[src/rtl/io_read_if.sv]
// io_read_if
//   Bundles the operand-read signals of one memory bank's I/O read path.
//   master : instruction fetch / port / RAM side, drives the request and data.
//   slave  : the io_read block, returns the masked Full bit, strobes and word.
// Signals
//   addr_raw          raw operand address (cycle 0)
//   read_enable       operand is really read (cycle 0)
//   EmptyFull         per-port Full flag, 1 = data available
//   IO_ready          thread not annulled (cycle 1)
//   data_IO           packed port words, port p at [p*W +: W]
//   data_RAM          bank read data (cycle 2)
//   EmptyFull_masked  selected Full bit, 1 when not an I/O address (cycle 1)
//   active_IO         one-hot port read strobe (cycle 2)
//   read_is_IO        read serviced by a port (cycle 2)
//   read_data         operand word to the ALU (cycle 3)
interface io_read_if #(
  parameter int WORD_WIDTH         = 36,
  parameter int ADDR_WIDTH         = 10,
  parameter int IO_READ_PORT_COUNT = 4
) ();
  logic [ADDR_WIDTH-1:0]                    addr_raw;
  logic                                     read_enable;
  logic [IO_READ_PORT_COUNT-1:0]            EmptyFull;
  logic                                     IO_ready;
  logic [IO_READ_PORT_COUNT*WORD_WIDTH-1:0] data_IO;
  logic [WORD_WIDTH-1:0]                    data_RAM;
  logic                                     EmptyFull_masked;
  logic [IO_READ_PORT_COUNT-1:0]            active_IO;
  logic                                     read_is_IO;
  logic [WORD_WIDTH-1:0]                    read_data;

  modport master (
    output addr_raw, read_enable, EmptyFull, IO_ready, data_IO, data_RAM,
    input  EmptyFull_masked, active_IO, read_is_IO, read_data
  );

  modport slave (
    input  addr_raw, read_enable, EmptyFull, IO_ready, data_IO, data_RAM,
    output EmptyFull_masked, active_IO, read_is_IO, read_data
  );
endinterface

[src/rtl/io_read.sv]
// io_read
//   Read side of the memory-mapped I/O window of one bank. Decodes the raw
//   operand address, reports the addressed port's Full bit, pops the port
//   with a one-cycle strobe and steers either the port word or the RAM word
//   onto the operand bus. Fixed 3-cycle latency, one new address per cycle.
// Ports
//   clock    single clock, all state on posedge
//   reset_n  synchronous active-low reset
//   bus      io_read_if.slave (see interface header for the signal list)
module io_read #(
  parameter int WORD_WIDTH              = 36,
  parameter int ADDR_WIDTH              = 10,
  parameter int IO_READ_PORT_COUNT      = 4,
  parameter int IO_READ_PORT_BASE_ADDR  = 1020,
  parameter int IO_READ_PORT_ADDR_WIDTH = 2
) (
  input  logic   clock,
  input  logic   reset_n,
  io_read_if.slave bus
);

  localparam int IW = IO_READ_PORT_ADDR_WIDTH;

  // Window bounds held one bit wider than the address so BASE+COUNT never wraps.
  localparam logic [ADDR_WIDTH:0] BASE_EXT  = (ADDR_WIDTH+1)'(IO_READ_PORT_BASE_ADDR);
  localparam logic [ADDR_WIDTH:0] LIMIT_EXT =
    (ADDR_WIDTH+1)'(IO_READ_PORT_BASE_ADDR + IO_READ_PORT_COUNT);
  // Port index only needs the low bits of (addr - BASE); subtraction mod 2^IW.
  localparam logic [IW-1:0]       BASE_IDX  = IW'(IO_READ_PORT_BASE_ADDR);

  // Cycle 0 decode
  logic [ADDR_WIDTH:0]           addr_ext_s;
  logic                          in_range_s;
  logic                          addr_is_io_s;
  logic [IW-1:0]                 idx_s;
  logic                          masked_s;

  // Cycle 1 registers
  logic                          addr_is_io_r;
  logic [IW-1:0]                 idx_r;
  logic                          ef_masked_r;

  // Cycle 2 registers
  logic                          accept_s;
  logic [IO_READ_PORT_COUNT-1:0] strobe_s;
  logic                          read_is_io_r;
  logic [IO_READ_PORT_COUNT-1:0] active_r;
  logic [IW-1:0]                 idx2_r;

  // Cycle 3 register
  logic [WORD_WIDTH-1:0]         port_word_s;
  logic [WORD_WIDTH-1:0]         read_data_r;

  // Address decode and Full-bit selection for the incoming operand.
  always_comb begin
    addr_ext_s   = {1'b0, bus.addr_raw};
    in_range_s   = (addr_ext_s >= BASE_EXT) && (addr_ext_s < LIMIT_EXT);
    idx_s        = bus.addr_raw[IW-1:0] - BASE_IDX;
    addr_is_io_s = in_range_s & bus.read_enable;
    masked_s     = 1'b1;
    if (addr_is_io_s) begin
      masked_s = bus.EmptyFull[idx_s];
    end else begin
      masked_s = 1'b1;
    end
  end

  // Stage 1: remember whether this operand targets a port, and which one.
  always_ff @(posedge clock) begin
    if (!reset_n) begin
      addr_is_io_r <= 1'b0;
      idx_r        <= {IW{1'b0}};
      ef_masked_r  <= 1'b0;
    end else begin
      addr_is_io_r <= addr_is_io_s;
      idx_r        <= idx_s;
      ef_masked_r  <= masked_s;
    end
  end

  // Accept the port read only if the thread survived and the port had data.
  always_comb begin
    accept_s = addr_is_io_r & bus.IO_ready & ef_masked_r;
    strobe_s = {IO_READ_PORT_COUNT{1'b0}};
    if (accept_s) begin
      strobe_s[idx_r] = 1'b1;
    end else begin
      strobe_s = {IO_READ_PORT_COUNT{1'b0}};
    end
  end

  // Stage 2: one-cycle pop strobe and service flag; index carried for the mux.
  always_ff @(posedge clock) begin
    if (!reset_n) begin
      read_is_io_r <= 1'b0;
      active_r     <= {IO_READ_PORT_COUNT{1'b0}};
      idx2_r       <= {IW{1'b0}};
    end else begin
      read_is_io_r <= accept_s;
      active_r     <= strobe_s;
      idx2_r       <= idx_r;
    end
  end

  // Port word is taken at the same edge that ends the strobe cycle.
  always_comb begin
    port_word_s = bus.data_IO[idx2_r*WORD_WIDTH +: WORD_WIDTH];
  end

  // Stage 3: operand word toward the ALU.
  always_ff @(posedge clock) begin
    if (!reset_n) begin
      read_data_r <= {WORD_WIDTH{1'b0}};
    end else if (read_is_io_r) begin
      read_data_r <= port_word_s;
    end else begin
      read_data_r <= bus.data_RAM;
    end
  end

  assign bus.EmptyFull_masked = ef_masked_r;
  assign bus.active_IO        = active_r;
  assign bus.read_is_IO       = read_is_io_r;
  assign bus.read_data        = read_data_r;

endmodule

[src/flat_wrapper.sv]
// flat-port wrapper written by rule: the top's interface ports become plain ports
module io_read_flat 
#(
  parameter int WORD_WIDTH              = 36,
  parameter int ADDR_WIDTH              = 10,
  parameter int IO_READ_PORT_COUNT      = 4,
  parameter int IO_READ_PORT_BASE_ADDR  = 1020,
  parameter int IO_READ_PORT_ADDR_WIDTH = 2
)
  (clock, reset_n, bus_addr_raw, bus_read_enable, bus_EmptyFull, bus_IO_ready, bus_data_IO, bus_data_RAM, bus_EmptyFull_masked, bus_active_IO, bus_read_is_IO, bus_read_data);
  io_read_if #(.WORD_WIDTH(WORD_WIDTH), .ADDR_WIDTH(ADDR_WIDTH), .IO_READ_PORT_COUNT(IO_READ_PORT_COUNT)) bus_i ();
  input  logic clock;
  input  logic reset_n;
  input wire logic [$bits(bus_i.addr_raw)-1:0] bus_addr_raw;
  input wire logic [$bits(bus_i.read_enable)-1:0] bus_read_enable;
  input wire logic [$bits(bus_i.EmptyFull)-1:0] bus_EmptyFull;
  input wire logic [$bits(bus_i.IO_ready)-1:0] bus_IO_ready;
  input wire logic [$bits(bus_i.data_IO)-1:0] bus_data_IO;
  input wire logic [$bits(bus_i.data_RAM)-1:0] bus_data_RAM;
  output wire logic [$bits(bus_i.EmptyFull_masked)-1:0] bus_EmptyFull_masked;
  output wire logic [$bits(bus_i.active_IO)-1:0] bus_active_IO;
  output wire logic [$bits(bus_i.read_is_IO)-1:0] bus_read_is_IO;
  output wire logic [$bits(bus_i.read_data)-1:0] bus_read_data;
  assign bus_i.addr_raw = bus_addr_raw;
  assign bus_i.read_enable = bus_read_enable;
  assign bus_i.EmptyFull = bus_EmptyFull;
  assign bus_i.IO_ready = bus_IO_ready;
  assign bus_i.data_IO = bus_data_IO;
  assign bus_i.data_RAM = bus_data_RAM;
  assign bus_EmptyFull_masked = bus_i.EmptyFull_masked;
  assign bus_active_IO = bus_i.active_IO;
  assign bus_read_is_IO = bus_i.read_is_IO;
  assign bus_read_data = bus_i.read_data;
  io_read #(.WORD_WIDTH(WORD_WIDTH), .ADDR_WIDTH(ADDR_WIDTH), .IO_READ_PORT_COUNT(IO_READ_PORT_COUNT), .IO_READ_PORT_BASE_ADDR(IO_READ_PORT_BASE_ADDR), .IO_READ_PORT_ADDR_WIDTH(IO_READ_PORT_ADDR_WIDTH)) u_core (.clock(clock), .reset_n(reset_n), .bus(bus_i));
endmodule
[config.mk]
export PLATFORM = sky130hd
export DESIGN_NAME = io_read_flat
export DESIGN_NICKNAME = d
export VERILOG_FILES = /design/src/rtl/io_read_if.sv /design/src/rtl/io_read.sv /design/src/flat_wrapper.sv
export SDC_FILE = /design/constraint.sdc
export NUM_CORES = 1
export LEC_CHECK = 0
export CAP_MARGIN = 10
export CORE_MARGIN = 3
export CORE_UTILIZATION = 33
export DETAILED_ROUTE_END_ITERATION = 10
export PLACE_DENSITY = 0.86
export SYNTH_ARGS = -nofsm -noshare
export SYNTH_HDL_FRONTEND = slang
export SYNTH_SLANG_ARGS = --single-unit
[constraint.sdc]
create_clock -name clock -period 3.29 [get_ports clock]
set_input_delay 0.329 -clock clock [delete_from_list [all_inputs] [get_ports clock]]
set_output_delay 0.329 -clock clock [all_outputs]
set_load 0.02 [all_outputs]
==> impl_metrics.env <==
export IMPL_drc=0
export IMPL_hold_violations=0
export IMPL_io_pins=240
export IMPL_fin_nets=621
export IMPL_grt_max_degree=44
export IMPL_area_delta_synth_final_pct=98.06
export IMPL_tightest_slew_ns=0.8685
export IMPL_vias=2604
export IMPL_drt_iter0_markers=28
export IMPL_worst_slack_ns=1.185
export IMPL_die_area_um2=8923
export IMPL_worstPathMaxFanout=18
export IMPL_grt_pass1_vias=2950
export IMPL_crit_arrival_ns=1.78
export IMPL_max_cap_viol_count=0
export IMPL_syn_inst=193
export IMPL_critPathLaunchType="flip-flop"
export IMPL_yosysWarnings=0
export IMPL_drtPass1Iterations=4
export IMPL_grt_pass1_wl_um=14900
export IMPL_reg2reg_from="u_core.bus.read_is_IO$_SDFF_PN0_"
export IMPL_n_antenna_cell=0
export IMPL_root_buffer="clkbuf_8"
export IMPL_path_delay_family="flip-flops"
export IMPL_antenna_left=0
export IMPL_crit_chain="clkdlybuf4s50_1"
export IMPL_cts_buffers=5
export IMPL_ir_worst_vdd_mv=0.1543
export IMPL_crit_required_ns=2.96
export IMPL_cts_buffer_depth=2
export IMPL_drt_wl_total_um=9808
export IMPL_die_w_um=94.46
export IMPL_hold_buffers=0
export IMPL_holdCritPathClass="flip-flop to flip-flop"
export IMPL_clock_latency_ns=0.30
export IMPL_netlist_area_um2=2582
export IMPL_post_place_ws_ns=1.324
export IMPL_period_share_pct=63.98
export IMPL_die_y_um=94.46
export IMPL_slowest_delay_ns=0.75
export IMPL_grt_total_usage_pct=22.05
export IMPL_routabilityCongestion=0.7861
export IMPL_drive_gt1_share_pct=10.85
export IMPL_synth_seq_area_share_pct=36.43
export IMPL_rsz0062_at_grt="false"
export IMPL_nFillCells=553
export IMPL_regToRegEndpoint="u_core.bus.read_data[17]$_SDFF_PN0_"
export IMPL_status="finished clean"
export IMPL_setup_viol_count_final=0
export IMPL_cellPowerDensity_nw_per_um2=293.1
export IMPL_p_leak_nw=1.878
export IMPL_cts_setup_buffers=0
export IMPL_crit_path_end_kind="output port"
export IMPL_cts_sinks=47
export IMPL_ff2ff_setup_slack_ns=1.36
export IMPL_grt_antenna_before_repair=0
export IMPL_synth_distinct_cells=20
export IMPL_core_um2=7408
export IMPL_path_class="flip-flop to output port"
export IMPL_fin_util_pct=69.04
export IMPL_synth_seq_cells=47
export IMPL_grt_ovfl_total=0
export IMPL_max_freq_mhz=475.1
export IMPL_highest_layer="met4"
export IMPL_cp_depth=1
export IMPL_syn_area_per_cell_um2=13.38
export IMPL_rows=31
export IMPL_slowest_stage="dfxtp_1"
export IMPL_fin_skew_ns=0.01085
export IMPL_htreeDepth=2
export IMPL_synth_nets=391
export IMPL_cp_endpoint="bus_read_is_IO"
export IMPL_cts_resized=0
export IMPL_dp_hpwl_um=8027
export IMPL_wl_per_cell_um=18.75
export IMPL_met1Wirelength_um=3425
export IMPL_timing_hold_ws_ns=0.4846
export IMPL_dr_wl_met2_um=5379
export IMPL_clkTransAtPathRegs_ns=0.09
export IMPL_viasPerCell=4.979
export IMPL_p_total_mw=1.499
export IMPL_port_buffers=239
export IMPL_dr_wl_met3_um=854
export IMPL_min_period_ns=2.105
export IMPL_crit_buf_inv=1
export IMPL_fin_setup_tns_ns=0
export IMPL_cp_startpoint="u_core.bus.read_is_IO$_SDFF_PN0_"
export IMPL_tritoncts="built"
export IMPL_reg2reg_depth=3
export IMPL_slew_violations=0
export IMPL_slew_headroom_pct=42.10
export IMPL_start_util_pct=34.86
per-stage QoR:
| stage | instances | area (um^2) |
|---|---|---|
| 2_1_floorplan | 193 | 2582 |
| 3_3_place_gp | 515 | 4997 |
| 3_5_place_dp | 515 | 4997 |
| 4_1_cts | 523 | 5115 |
| 5_1_grt | 523 | 5115 |
| 6_report | 523 | 5115 |
flip-flops by register name, indices dropped and copies added (netlist names):
register / cells
u_core.bus.read_data: 36
u_core.bus.active_IO: 4
u_core.idx2_r: 2
u_core.idx_r: 2
u_core.addr_is_io_r: 1
u_core.bus.EmptyFull_masked: 1
u_core.bus.read_is_IO: 1
logic make-up after synthesis:
kind of cell / share of synthesized area (%)
compound gates: 12.65
simple gates: 12.02
buf+inv: 5.765
mux: 33.14
flops: 36.43
how the worst min path moves through the flow:
stage / endpoint / slack, ns / start / depth (start not counted)
floorplan: u_core.bus.active_IO[2]$_SDFF_PN0_ / 0.44 / u_core.idx_r[0]$_SDFF_PN0_ / 1
global placement: u_core.bus.active_IO[1]$_SDFF_PN0_ / 0.47 / u_core.idx_r[1]$_SDFF_PN0_ / 1
detailed placement: u_core.bus.active_IO[0]$_SDFF_PN0_ / 0.47 / u_core.idx_r[1]$_SDFF_PN0_ / 1
CTS: u_core.bus.active_IO[0]$_SDFF_PN0_ / 0.49 / u_core.idx_r[1]$_SDFF_PN0_ / 1
global route: u_core.bus.active_IO[0]$_SDFF_PN0_ / 0.51 / u_core.idx_r[1]$_SDFF_PN0_ / 1
finish: u_core.bus.active_IO[0]$_SDFF_PN0_ / 0.48 / u_core.idx_r[1]$_SDFF_PN0_ / 1
power breakdown:
group | switching, mW | total [mW] | leakage (nW) | internal [mW]
Sequential | 0.0177 | 0.613 | 0.391 | 0.595
Clock | 0.195 | 0.441 | 0.0612 | 0.246
Combinational | 0.114 | 0.446 | 1.43 | 0.332
Total | 0.326 | 1.50 | 1.88 | 1.17
cell type report:
| type | count | area (um^2) | share of cell area, % |
|---|---|---|---|
| inverter | 2 | 7.507 | 0.1468 |
| clock buffer | 6 | 82.58 | 1.614 |
| sequential | 47 | 943.4 | 18.44 |
| clock inverter | 2 | 35.03 | 0.6849 |
| multi-input combinational | 124 | 1493 | 29.18 |
| tap | 99 | 123.9 | 2.422 |
| timing repair buffer | 243 | 2430 | 47.50 |
synthesized netlist by cell type:
cell       n  area [um^2]
a22o_1    36        315.3
and2_1     5        31.28
and3_1     1        6.260
buf_12     3        60.06
buf_2      7        35.03
buf_6      1        11.26
clkbuf_1   8        30.03
clkbuf_2   1        5.000
dfxtp_1   47        940.9
inv_1      2        7.510
mux4_1     6        157.7
mux4_2    31        698.2
nand2_1    1        3.750
nand3_1    1        5.000
nand4_1    2        12.51
nor2b_1   36        225.2
nor3_1     1        5.000
nor3b_1    2        15.01
nor4_1     1        6.260
o41a_1     1        11.26
layer usage:
| layer | vias to the layer above | GRT usage (%) |
|---|---|---|
| met5 | - | 0 |
| met4 | 0 | 5.288 |
| met3 | 12 | 5.817 |
| met2 | 133 | 43.03 |
| met1 | 1239 | 23.32 |
| li1 | 1220 | - |
cells in the final DEF (no fill, tap or decap), drive strengths merged, types with 2 or more instances in the layout:
cell type / instances
nor3b: 2
nand4: 2
nor2b: 36
a22o: 36
and2: 5
dfxtp: 47
clkbuf: 6
inv: 2
mux4: 37
buf: 5
clkdlybuf4s50: 238
Power figures use the tool's default switching activity.
